**src/rtl/serial_adder_pkg.sv**
```systemverilog
// Shared types and helpers for the bit-serial adder.
// State encoding and counter sizing live here.
package serial_adder_pkg;

  typedef enum logic [1:0] {
    IDLE,
    RUN,
    DONE
  } state_t;

  function automatic int cnt_w(input int w);
    return (w <= 1) ? 1 : $clog2(w);
  endfunction

endpackage

```
**src/rtl/serial_adder_fa.sv**
```systemverilog
// One-bit full-adder cell.
// Pure combinational sum and carry.
module fullAdder (
  input  logic a,
  input  logic b,
  input  logic cin,
  output logic sum,
  output logic cout
);

  assign sum  = a ^ b ^ cin;
  assign cout = (a & b) | (cin & (a ^ b));

endmodule

```
**src/rtl/serial_adder.sv**
```systemverilog
// Bit-serial unsigned adder, LSB first, one bit per clock.
// Valid/ready on both sides; outputs come from registers or state only.
module serial_adder
  import serial_adder_pkg::*;
#(
  parameter int WIDTH = 8
) (
  input  logic             clk,
  input  logic             rst_n,
  input  logic             in_valid,
  output logic             in_ready,
  input  logic [WIDTH-1:0] a,
  input  logic [WIDTH-1:0] b,
  input  logic             cin,
  output logic             out_valid,
  input  logic             out_ready,
  output logic [WIDTH-1:0] sum,
  output logic             cout
);

  localparam int CW = cnt_w(WIDTH);
  localparam logic [CW-1:0] LAST = CW'(WIDTH - 1);

  state_t state;
  state_t state_nx;

  logic [WIDTH-1:0] a_sh;
  logic [WIDTH-1:0] b_sh;
  logic [WIDTH-1:0] sum_sh;
  logic [WIDTH-1:0] sum_nx;
  logic             carry;
  logic [CW-1:0]    count;
  logic             fa_s;
  logic             fa_c;

  fullAdder u_fa (
    .a   (a_sh[0]),
    .b   (b_sh[0]),
    .cin (carry),
    .sum (fa_s),
    .cout(fa_c)
  );

  // New bit enters at the MSB; also valid for WIDTH == 1
  assign sum_nx = (sum_sh >> 1) | (WIDTH'(fa_s) << (WIDTH - 1));

  always_ff @(posedge clk or negedge rst_n) begin
    if (!rst_n) begin
      state <= IDLE;
    end else begin
      state <= state_nx;
    end
  end

  always_comb begin
    state_nx = state;
    unique case (state)
      IDLE: if (in_valid) state_nx = RUN;
      RUN:  if (count == LAST) state_nx = DONE;
      DONE: if (out_ready) state_nx = IDLE;
      default: state_nx = IDLE;
    endcase
  end

  always_comb begin
    in_ready  = 1'b0;
    out_valid = 1'b0;
    unique case (1'b1)
      (state == IDLE): in_ready  = 1'b1;
      (state == RUN):  ;
      (state == DONE): out_valid = 1'b1;
      default: ;
    endcase
  end

  always_ff @(posedge clk or negedge rst_n) begin
    if (!rst_n) begin
      a_sh   <= '0;
      b_sh   <= '0;
      sum_sh <= '0;
      carry  <= 1'b0;
      count  <= '0;
    end else begin
      unique case (state)
        IDLE: begin
          if (in_valid) begin
            a_sh  <= a;
            b_sh  <= b;
            carry <= cin;
            count <= '0;
          end
        end
        RUN: begin
          sum_sh <= sum_nx;
          a_sh   <= a_sh >> 1;
          b_sh   <= b_sh >> 1;
          carry  <= fa_c;
          count  <= count + CW'(1);
        end
        default: ;
      endcase
    end
  end

  assign sum  = sum_sh;
  assign cout = carry;

endmodule

```
**config.mk**
```make
export PLATFORM = sky130hd
export DESIGN_NAME = serial_adder
export DESIGN_NICKNAME = d
export VERILOG_FILES = /design/src/rtl/serial_adder_pkg.sv /design/src/rtl/serial_adder_fa.sv /design/src/rtl/serial_adder.sv
export SDC_FILE = /design/constraint.sdc
export NUM_CORES = 1
export LEC_CHECK = 0
export CAP_MARGIN = 20
export CORE_MARGIN = 8
export CORE_UTILIZATION = 53
export CTS_CLUSTER_DIAMETER = 80
export DETAILED_ROUTE_END_ITERATION = 6
export GPL_TIMING_DRIVEN = 0
export PLACE_DENSITY = 0.83
export SYNTH_ARGS = -nofsm -noshare
export SYNTH_HDL_FRONTEND = slang
export SYNTH_SLANG_ARGS = --single-unit
```
**constraint.sdc**
```tcl
create_clock -name clk -period 3.2 [get_ports clk]
set_input_delay 0.64 -clock clk [delete_from_list [all_inputs] [get_ports clk]]
set_output_delay 0.64 -clock clk [all_outputs]
set_load 0.05 [all_outputs]
```
==> metrics, run 1 <==
outcome=finished clean; Critical Path RT=2.56 ns; Final nets=179; Core Util, Final=0.707; Final period util=0.866; worst skew pair latency=0.32 ns; mapped cell area=1480 um2; Slew headroom=0.597; gr busiest metal=met2; post-synthesis sequential area ratio=0.507; CTS Sinks=30; Synth Area per Inst=12.8 um2; largest net degree at the start of global routing=21; register share of total power=0.347; Peak Freq=0.361 GHz; Remaining DRCs=0; vias in the first global route=1168; Worst Skew=0.00410 ns; CP max FO=10; Die W=68.8 um; vias=1097; DP Wirelength=2470 um; Crit path max-delay family=buffers and inverters; Worst path max stage delay=0.87 ns; initial antenna violation count=0; initial drt markers=50; total track usage=0.159; Worst path slowest cell=clkdlybuf4s50_1; die area=4740 um2; Num CTS Buffers=5; min Tclk post-route=2.77 ns; GRT met3 Usage=0.0662; GR Util met1=0.180; Worst Path Arrival=2.13 ns; Worst Setup Start Kind=flop; PnR worst setup slack=0.430 ns; met2 usage=0.265; Yosys top cell area share=0.507; critical path endpoint category=output port; # setup viols final=0; number of diodes=0; Slew Limit Fails=0; setup bufs post-CTS=0; post-synth top area cell=dfrtp_1; total chip power=1950 uW; ANT nets after route=0; RSZ-0062 raised after global routing=false; area grow syn2layout=29.5%; wire length per cell=17.7 um; DRT Pass-1 Iters=6; Final Hold Vio Count=0; Synth area leaders=dfrtp_1, mux2_2, nor3b_1; switch share=0.413; initial core utilization=0.546; Clock Path Buffers=2; synthesized flop and latch total=30; std cell rows=19; Placement Setup Slack=0.790 ns; post-route setup TNS=0 ns; Routed WL=3320 um; CTS tree=yes; VDD IR-drop max=0.895 mV; worst hold margin=0.510 ns; Comb pwr share=0.533; Leakage=0.000814 uW; Port Buffer Count=31; cell count after synthesis=116; first-pass GRT wire length=5510 um; GRT overflow=0; HP Class=flop to flop; hold_buf cts=0; share of cells above drive strength 1=0.231; Reg clk slew, reported paths=0.09 ns; clock network power share=0.119; H-tree levels=2; WP buf/inv=2; Die H=68.8 um; post-cts gate resize count=0; count of cell types in the netlist=29; critical path type=flop to output port; Yosys warning total=0; clk root buf=clkbuf_4; Pint=1150 uW; # IOs=32; Power Density=1020 nW/um2; core area=2710 um2; Tightest Pin Transition=0.603 ns; NetSw=805 uW; critical-path cell list=buf_6 > nor2_2 > clkdlybuf4s50_1; Routability Congestion=0.751; Max Cap Viol=0; syn nets=140; Vias/cell=5.87
through the flow:
stage	cells	instance area [um2]
detailed placement	179	1860
floorplan	116	1480
CTS	187	1920
global route	187	1920
finish	187	1920
global placement	178	1830
area by class of cell:
class / instances / area, um2
Clock buffer: 7 / 55.1
Tap cell: 31 / 38.8
Fill cell: 217 / 793
Timing Repair Buffer: 32 / 338
Sequential cell: 30 / 751
Inverter: 11 / 41.3
Multi-Input combinational cell: 65 / 609
Clock inverter: 1 / 5.00
Buffer: 10 / 78.8
flip-flops by register name, summed over array words and instances (netlist names):
register,flops
sum,8
b_sh,8
a_sh,8
state,2
count,3
cout,1
worst paths after layout:
check	cells after the start	startpoint	endpoint	slack, ns
min in group asynchronous	1	rst_n	b_sh[3]$_DFFE_PN0P_	0.69
hold reg to reg	1	sum[0]$_DFFE_PN0N_	sum[0]$_DFFE_PN0N_	0.51
max in group asynchronous	2	rst_n	sum[7]$_DFFE_PN0N_	2.01
setup / recovery	3	state[1]$_DFFE_PN0P_	in_ready	0.43
hold / removal	1	sum[0]$_DFFE_PN0N_	sum[0]$_DFFE_PN0N_	0.51
setup reg to reg	3	state[1]$_DFFE_PN0P_	sum[4]$_DFFE_PN0N_	1.85
Yosys cell counts (all sizes together):
library cell / n
clkbuf: 1
mux2: 8
nor3b: 8
ha: 2
a32o: 1
a222oi: 3
a21oi: 1
nor2b: 5
a22o: 3
o21ba: 1
dfrtp: 30
or4b: 5
nand2b: 3
nor2: 1
a211oi: 7
and2: 1
fa: 1
o21bai: 1
a221o: 1
mux2i: 1
o221a: 5
inv: 11
buf: 9
nor4b: 7
logic make-up (layout without fill, tap and decap cells):
logic type	Yosys count	count (layout)	share of synthesized area
muxes	9	9	0.0676
adders and majority gates	3	3	0.0304
DFF	30	30	0.507
and+or+nand+nor	30	30	0.167
AOI/OAI and AO/OA	23	23	0.146
buffers and inverters	21	61	0.0811
power by group through the flow:
| stage | Combinational, uW | Clock [uW] | Sequential (uW) |
|---|---|---|---|
| final | 1040 | 233 | 678 |
| after global routing | 1120 | 258 | 700 |
| after global placement | 1010 | 0 | 670 |
| after detailed placement | 1040 | 0 | 685 |
| after CTS | 1050 | 239 | 677 |
| after floorplan | 562 | 0 | 854 |
cells in the final DEF (no fill, tap or decap), types with 2 or more instances in the layout:
master           count
or4b_1               5
ha_1                 2
clkdlybuf4s50_1     31
clkbuf_4             5
inv_1               11
mux2_2               8
o221a_2              5
buf_4                2
nor2b_1              5
a222oi_1             3
clkbuf_1             2
a22o_1               3
nor3b_1              8
buf_6                4
nor4b_1              6
nand2b_1             2
buf_2                3
dfrtp_1             30
a211oi_1             6
per-layer routing:
metal / up-vias / share of wire / routed length, um
li1: 506 / - / -
met1: 547 / 0.41 / 1360
met2: 42 / 0.50 / 1650
met3: 2 / 0.087 / 288
met4: 0 / 0.0054 / 18
met5: - / 0 / 0
worst reg2reg max path, delay by kind of cell, from the launching register on:
family | cells | cell delay [ns]
simple gates | 1 | 0.21
buf+inv | 1 | 0.18
flops | 1 | 0.50
mux | 1 | 0.35
(Power assumes the default switching activity.)
==> run 2, diff against run 1 <==
- CTS_CLUSTER_SIZE: not set -> 40
==> results of run 2 <==
Same layout as run 1: the final DEF is identical, and so are final timing and power.
==> run 3, diff against run 2 <==
- CORE_UTILIZATION: 53 -> 50
- PLACE_DENSITY: 0.83 -> 0.79
- clock period: 3.2 -> 2.8 ns (I/O delays scaled with it)
==> run 3 against run 2 <==
Clock-buffer cell count down 1; global-route usage is 2.2 points lower; highest routed layer unchanged; clock skew increased by 0.0018 ns; power increased by 14%; via count fell by 0.91%; largest power group unchanged; sequential power grew 13%; non-clock buffer count unchanged; sequential share of layout area decreased by 0.076 points; final area rose by 0.20%; hold slack worse by 0.0016 ns; final cell count unchanged.
==> metrics, run 3 (synthesis results as in run 1) <==
HP Class=flop to flop (unchanged); Routability Congestion=0.784 (was 0.751); vias in the first global route=1206 (was 1168); Critical Path End=in_ready (unchanged); PnR worst setup slack=0.118 ns (was 0.430 ns); commonest cells after routing, fill and taps aside=clkdlybuf4s50_1, dfrtp_1, inv_1, nor3b_1, mux2_2 (unchanged); total track usage=0.136 (was 0.159); clk root buf=clkbuf_4 (unchanged); Critical Path RT=2.24 ns (was 2.56 ns); die area=4960 um2 (was 4740 um2); Peak Freq=0.373 GHz; Placement Setup Slack=0.464 ns (was 0.790 ns); # IOs=32 (unchanged); Die H=70.4 um (was 68.8 um); post-cts gate resize count=0 (unchanged); Port Buffer Count=31 (unchanged); Worst Skew=0.00591 ns (was 0.00410 ns); wire length per cell=17.1 um (was 17.7 um); worst skew pair latency=0.31 ns (was 0.32 ns); CTS Sinks=30 (unchanged); first-pass GRT wire length=5620 um (was 5510 um); Slew Limit Fails=0 (unchanged); Final Hold Vio Count=0 (unchanged); setup slack, reg-to-reg=1.44 ns (was 1.85 ns); VDD IR-drop max=1.07 mV (was 0.895 mV); Worst R2R End=sum[3]$_DFFE_PN0N_ (was sum[4]$_DFFE_PN0N_); Clock Path Buffers=2 (unchanged); DP Wirelength=2410 um (was 2470 um); Worst Path Arrival=2.12 ns (was 2.13 ns); Power Density=1150 nW/um2 (was 1020 nW/um2); clock network power share=0.121 (was 0.119); Pint=1310 uW (was 1150 uW); Core Util, Final=0.691 (was 0.707); most common cell after layout, fill and taps aside=clkdlybuf4s50_1 (unchanged); post-route setup TNS=0 ns (unchanged); register share of total power=0.346 (was 0.347); reg-to-reg startpoint=state[1]$_DFFE_PN0P_ (unchanged); switch share=0.410 (was 0.413); Slew headroom=0.542 (was 0.597); critical-path cell list=buf_6 > nor2_2 > clkdlybuf4s50_1 (unchanged); vias=1087 (was 1097); initial drt markers=80 (was 50); area grow syn2layout=29.8% (was 29.5%); GRT overflow=0 (unchanged); Vias/cell=5.81 (was 5.87); initial antenna violation count=0 (unchanged); critical path depth in cells=3 (unchanged); # setup viols final=0 (unchanged); critical path endpoint category=output port (unchanged); Crit path max-delay family=buffers and inverters (unchanged); Critical Path Start=state[1]$_DFFE_PN0P_ (unchanged); largest net degree at the start of global routing=20 (was 21); Remaining DRCs=0 (unchanged); Reg2Reg Depth=3 (unchanged); Worst path max stage delay=0.87 ns (about the same); Die W=70.4 um (was 68.8 um); WP buf/inv=2 (unchanged); outcome=finished clean (unchanged); core area=2780 um2 (was 2710 um2); Worst path slowest cell=clkdlybuf4s50_1 (unchanged); hold_buf cts=0 (unchanged); Final period util=0.958; Reg clk slew, reported paths=0.09 ns (about the same); critical path type=flop to output port (unchanged); NetSw=910 uW (was 805 uW); CP max FO=10 (unchanged); setup bufs post-CTS=0 (unchanged); Max Cap Viol=0 (unchanged); Num CTS Buffers=5 (unchanged); Routed WL=3190 um (was 3320 um); ANT nets after route=0 (unchanged); CTS tree=yes (unchanged); Tightest Pin Transition=0.685 ns (was 0.603 ns); RSZ-0062 raised after global routing=false (unchanged); number of diodes=0 (unchanged); Final nets=179 (unchanged); H-tree levels=2 (unchanged); std cell rows=19 (unchanged); share of cells above drive strength 1=0.237 (was 0.231); DRT Pass-1 Iters=4 (was 6); Worst Setup Start Kind=flop (unchanged); initial core utilization=0.532 (was 0.546); Leakage=0.000813 uW (was 0.000814 uW); min Tclk post-route=2.68 ns; Comb pwr share=0.533 (about the same)
## run 3: cell types whose count changed in the layout (fill, tap and decap cells not counted)
cell        previous run  this run
clkbuf_1               2         1
clkinvlp_4             0         1
## run 3: power by group through the flow
| stage | Combinational, uW | Clock (uW) | Sequential (uW) |
|---|---|---|---|
| after floorplan | 642 | 0 | 976 |
| after global placement | 1150 | 0 | 767 |
| after detailed placement | 1190 | 0 | 778 |
| after CTS | 1200 | 278 | 770 |
| after global routing | 1280 | 298 | 800 |
| final | 1180 | 269 | 767 |
## run 3: worst reg2reg max path, stage by stage, from the launching register on
cell      delay (ns)
dfrtp_1         0.51
nand2b_4        0.21
buf_4           0.18
mux2_2          0.35
## run 3: worst min-delay path by stage
| stage | end | start | cells after the start | slack (ns) |
|---|---|---|---|---|
| floorplan | a_sh[0]$_DFFE_PN0P_ | rst_n | 0 | 0.26 |
| global placement | b_sh[7]$_DFFE_PN0P_ | b_sh[7]$_DFFE_PN0P_ | 1 | 0.48 |
| detailed placement | b_sh[7]$_DFFE_PN0P_ | b_sh[7]$_DFFE_PN0P_ | 1 | 0.49 |
| CTS | b_sh[7]$_DFFE_PN0P_ | b_sh[7]$_DFFE_PN0P_ | 1 | 0.51 |
| global route | b_sh[7]$_DFFE_PN0P_ | b_sh[7]$_DFFE_PN0P_ | 1 | 0.52 |
| finish | b_sh[7]$_DFFE_PN0P_ | b_sh[7]$_DFFE_PN0P_ | 1 | 0.51 |
## run 3: routing by layer
layer,up-vias,global-route usage,part of all wire
met5,-,0,0
met4,0,0.0402,0.0078
met3,4,0.0438,0.060
met2,32,0.219,0.49
met1,539,0.169,0.44
li1,512,-,-
## run 3: layout make-up
| class | count | area (um2) |
|---|---|---|
| Buffer | 10 | 78.8 |
| Fill cell | 212 | 861 |
| Inverter | 11 | 41.3 |
| Clock inverter | 2 | 12.5 |
| Multi-Input combinational cell | 65 | 609 |
| Sequential cell | 30 | 751 |
| Timing Repair Buffer | 32 | 338 |
| Clock buffer | 6 | 51.3 |
| Tap cell | 31 | 38.8 |
## run 3: stage by stage
| step | instances | area [um2] | hold WS [ns] | power, uW |
|---|---|---|---|---|
| final | 187 | 1920 | 0.508 | 2220 |
| after global routing | 187 | 1920 | 0.523 | 2370 |
| after CTS | 187 | 1920 | 0.512 | 2240 |
| after detailed placement | 179 | 1860 | 0.490 | 1970 |
| after global placement | 178 | 1830 | 0.477 | 1920 |
| after floorplan | 116 | 1480 | 0.264 | 1620 |
